File: src/rtl/serial_add_sub.sv
// serial_add_sub: bit-serial adder/subtractor using a single full-adder slice and a carry flip-flop.
module serial_add_sub #(
  parameter int WIDTH = 8
) (
  input  logic             clk,
  input  logic             rst_n,
  input  logic             start,
  input  logic             mode,
  input  logic [WIDTH-1:0] a,
  input  logic [WIDTH-1:0] b,
  output logic             busy,
  output logic             done,
  output logic [WIDTH-1:0] result,
  output logic             carry_out,
  output logic             overflow
);
  localparam int CW = $clog2(WIDTH);
  typedef enum logic [1:0] {IDLE, RUN, DONE} state_t;
  state_t state_q, state_d;
  logic [WIDTH-1:0] a_q, b_q, res_q;
  logic [CW-1:0] cnt_q;
  logic c_q, cy_q, ov_q;
  logic accept, last, s, co;
  always_comb begin
    accept = start && (state_q != RUN);
    last = cnt_q == CW'(WIDTH - 1);
    s = a_q[0] ^ b_q[0] ^ c_q;
    co = (a_q[0] & b_q[0]) | (a_q[0] & c_q) | (b_q[0] & c_q);
    state_d = accept ? RUN : (state_q == RUN) ? (last ? DONE : RUN) : IDLE;
  end
  // Subtraction is a + ~b + 1: B is inverted on capture and the carry seeded with 1.
  always_ff @(posedge clk) begin
    if (!rst_n) begin
      state_q <= IDLE;
      a_q <= '0;
      b_q <= '0;
      res_q <= '0;
      cnt_q <= '0;
      c_q <= 1'b0;
      cy_q <= 1'b0;
      ov_q <= 1'b0;
    end else begin
      state_q <= state_d;
      if (accept) begin
        a_q <= a;
        b_q <= mode ? ~b : b;
        c_q <= mode;
        cnt_q <= '0;
      end else if (state_q == RUN) begin
        a_q <= a_q >> 1;
        b_q <= b_q >> 1;
        c_q <= co;
        res_q <= {s, res_q[WIDTH-1:1]};
        cnt_q <= last ? cnt_q : cnt_q + CW'(1);
        if (last) begin
          cy_q <= co;
          ov_q <= c_q ^ co;
        end
      end
    end
  end
  assign busy = state_q == RUN;
  assign done = state_q == DONE;
  assign result = res_q;
  assign carry_out = cy_q;
  assign overflow = ov_q;
endmodule

File: config.mk
export PLATFORM = sky130hd
export DESIGN_NAME = serial_add_sub
export DESIGN_NICKNAME = d
export VERILOG_FILES = /design/src/rtl/serial_add_sub.sv
export SDC_FILE = /design/constraint.sdc
export NUM_CORES = 1
export LEC_CHECK = 0
export CAP_MARGIN = 40
export CORE_MARGIN = 2
export CORE_UTILIZATION = 43
export DETAILED_ROUTE_END_ITERATION = 8
export PLACE_DENSITY_LB_ADDON = 0.15
export REMOVE_ABC_BUFFERS = 1
export SYNTH_ARGS = -nofsm -noshare
export SYNTH_HDL_FRONTEND = slang
export SYNTH_SLANG_ARGS = --single-unit
File: constraint.sdc
create_clock -name clk -period 1.9 [get_ports clk]
set_input_delay 0.57 -clock clk [delete_from_list [all_inputs] [get_ports clk]]
set_output_delay 0.57 -clock clk [all_outputs]
set_load 0.01 [all_outputs]
==> flow_summary_export.csv <==
group,metric,value,unit
worst_hold_path,hp-start,"result[0]$_SDFFE_PN0P_",
floorplanning,core_region_area,3100,um^2
synth,ys.warnings.count,0,
run_status,status,"finished, final reports clean",
power,p_clk_frac,0.276,
synth,yosysSeqAreaShare,0.446,
timing,tightest_slew,0.364,ns
clock_network,postCtsHoldBufs,0,
clock_network,cts.repair.resized,2,
worst_setup_path,reg2reg_from,"cnt_q[0]$_SDFFE_PP0P_",
grt,grt_usage,0.184,
power,powerDensity,703,nW/um^2
worst_setup_path,regToRegEndpoint,"cnt_q[0]$_SDFFE_PP0P_",
drt,routedWlPerCell,12.2,um
job,drv_cap,0,
timing,timing.final.crit_share,0.957,
drt,drc,0,
worst_setup_path,slowest_stage,"clkdlybuf4s50_1",
clock_network,cts_tree,"yes",
worst_hold_path,min_to,"result[0]$_SDFFE_PN0P_",
synth,synthFlopType,"dfxtp_1",
worst_setup_path,cp-start-kind,"flip-flop",
power,p_leak,0.728,nW
synth,synth-simple-area-share,0.151,
power,peakVddDrop,0.307,mV
floorplanning,die_w,61.8,um
floorplanning,fp-row-count,20,
worst_hold_path,min_path_cells,2,
synth,syn_inst,162,
synth,synth-seq-cells,32,
clock_network,cts_buffers,5,
final_layout,seqCellArea,641,um^2
timing,setup_viol,0,
place,dp.cells,233,
worst_hold_path,hp-class,"reg -> reg",
synth,synth_area,1440,um^2
timing,hold_viol,0,
synth,async_flop_share,0,
grt,grt_pass1_vias,1164,
worst_setup_path,cp_cell_sequence,"clkdlybuf4s50_1",
synth,synth_mux_area_frac,0.0767,
clock_network,clock-sinks,32,
timing,slew_headroom,0.758,
synth,synthXorXnorAreaFrac,0.0549,
power,power.share.combinational,0.161,
floorplanning,start_util,0.463,
grt,grt_max_degree,39,
synth,synth_area_leaders,"dfxtp_1 45%, mux2i_1 7.7%, nand2_1 5.7%",
grt,grt_overflow_total,0,
timing,min_period,1.82,ns
final_layout,fillerInstances,314,
synth,yosysTopAreaCellShare,0.446,
drt,drt_iter0_drc,69,
clock_network,cts_buffer_depth,2,
synth,synth_compound_area_frac,0.168,
grt,grt_first_pass_wirelength,5080,um
floorplanning,num_io_pins,32,
final_layout,finalNetCount,220,
final_layout,multiInputGateArea,704,um^2
drt,vias,1247,
synth,synth-adder-area-share,0.0401,
drt,wl,2930,um
power,p_int,949,uW
final_layout,synthToLayoutAreaGrowth,28.2,%
synth,synth_cell_types,27,
final_layout,fin_cells,240,
worst_setup_path,cp.depth,1,
clock_network,clock_latency,0.33,ns
drt,firstDrtPassIters,4,
worst_setup_path,max_stage_delay,0.55,ns
worst_setup_path,path_delay_family,"buffers and inverters",
final_layout,drive_gt1_frac,0.0816,
timing,fin_skew,0.00384,ns
final_layout,finish.utilization,0.594,
power,p_switching,345,uW
worst_setup_path,cp.required,1.33,ns
clock_network,cts_root_buf,"clkbuf_4",
worst_setup_path,critical_path_class,"reg -> out",
timing,fmax,0.550,GHz
grt,antenna_found_initial,0,
final_layout,final_cell_mix,"32 x dfxtp_1, 29 x clkdlybuf4s50_1, 22 x nand2_1",
drt,ant_nets,0,
clock_network,clk_transition_reported_paths,0.09,ns
worst_setup_path,r2r_cells,4,
place,place_congestion,0.675,
power,swShare,0.267,
worst_setup_path,crit_fanout,3,
final_layout,diodes,0,
clock_network,htreeDepth,2,
power,seqPwrFrac,0.563,
worst_setup_path,regToRegSetupSlack,0.45,ns
worst_setup_path,arrival,1.25,ns
clock_network,post_cts_buffers,0,
timing,drv_slew,0,
floorplanning,dieHeight,61.8,um
worst_setup_path,crit_buf_inv,1,
drt,vias_per_cell,5.20,
worst_setup_path,crit_path_end_kind,"output port",
synth,syn_avg_cell_area,8.87,um^2
timing,rsz0062_at_grt,"false",
synth,synth-edff-count,0,
place,io_buffers,31,
synth,synth_top_family_by_area,"compound AO/OA/AOI/OAI gates",
synth,yosys.area.top_type,"dfxtp_1",
final_layout,mostFrequentLayoutCell,"dfxtp_1",
floorplanning,die_area,3820,um^2
place,place_hpwl,2060,um
-- per-layer routing --
| metal | track usage | share of wire | up-vias |
|---|---|---|---|
| li1 | - | - | 632 |
| met1 | 0.216 | 0.44 | 569 |
| met2 | 0.292 | 0.47 | 38 |
| met3 | 0.0766 | 0.064 | 8 |
| met4 | 0.0912 | 0.021 | 0 |
| met5 | 0 | 0 | - |
-- worst max path at each step --
stage                                 startpoint             endpoint  slack (ns)
final                     result[2]$_SDFFE_PN0P_            result[2]        0.08
after global routing      result[5]$_SDFFE_PN0P_            result[5]       0.008
after CTS                 result[2]$_SDFFE_PN0P_            result[2]        0.06
after detailed placement                   start  a_q[3]$_SDFFE_PN0P_        0.09
after global placement                     start  a_q[3]$_SDFFE_PN0P_        0.11
after floorplan            state_q[1]$_SDFF_PP0_                 busy       -0.01
-- power groups by stage --
stage	Sequential [mW]	Combinational [mW]	Clock (mW)
after floorplan	0.740	0.104	0
after global placement	0.742	0.203	0
after detailed placement	0.744	0.209	0
after CTS	0.729	0.210	0.376
after global routing	0.734	0.232	0.405
final	0.729	0.208	0.357
-- cells in the mapped netlist (all sizes together), types with 3 or more instances --
master,instances
a211oi,9
a21oi,10
buf,9
clkbuf,3
dfxtp,32
ha,3
inv,3
mux2i,11
nand2,22
nand3,8
nor2,18
o21ai,9
o31ai,7
xor2,7
-- per-stage QoR --
| stage | power [mW] | hold WS (ns) | setup slack [ns] | cell area, um^2 | TNS, ns |
|---|---|---|---|---|---|
| after floorplan | 0.844 | 0.440 | -0.0148 | 1360 | -0.0148 |
| after global placement | 0.944 | 0.446 | 0.113 | 1800 | 0 |
| after detailed placement | 0.953 | 0.458 | 0.0866 | 1800 | 0 |
| after CTS | 1.31 | 0.472 | 0.0611 | 1840 | 0 |
| after global routing | 1.37 | 0.500 | 0.00841 | 1840 | 0 |
| final | 1.29 | 0.466 | 0.0820 | 1840 | 0 |
-- cells by family (layout without fill, tap and decap cells) --
group,after synthesis,after routing
AND/OR/NAND/NOR,52,52
AO/OA/AOI/OAI,38,38
flip-flops,32,32
buffers and inverters,16,50
multiplexers,11,11
XOR/XNOR,9,9
adder cells (fa/ha/maj),4,4
-- state kept, by name, indices dropped and copies added, names as in the netlist --
| signal | flops |
|---|---|
| carry_out | 1 |
| result | 8 |
| cnt_q | 3 |
| c_q | 1 |
| state_q | 2 |
| overflow | 1 |
| a_q | 8 |
| b_q | 8 |
-- layout make-up --
type,count,share of cell area
clock buffer,6,0.0224
clock inverter,1,0.00272
inverter,4,0.00815
multi-input combinational,114,0.382
sequential,32,0.348
tap,44,0.0299
timing repair buffer,39,0.207
-- tightest hold or removal path, delay by kind of cell, from the launching register on --
family | cells | cell delay (ns)
AOI/OAI and AO/OA | 1 | 0.06
DFF | 1 | 0.32
and+or+nand+nor | 1 | 0.05
Power figures use the tool's default switching activity.
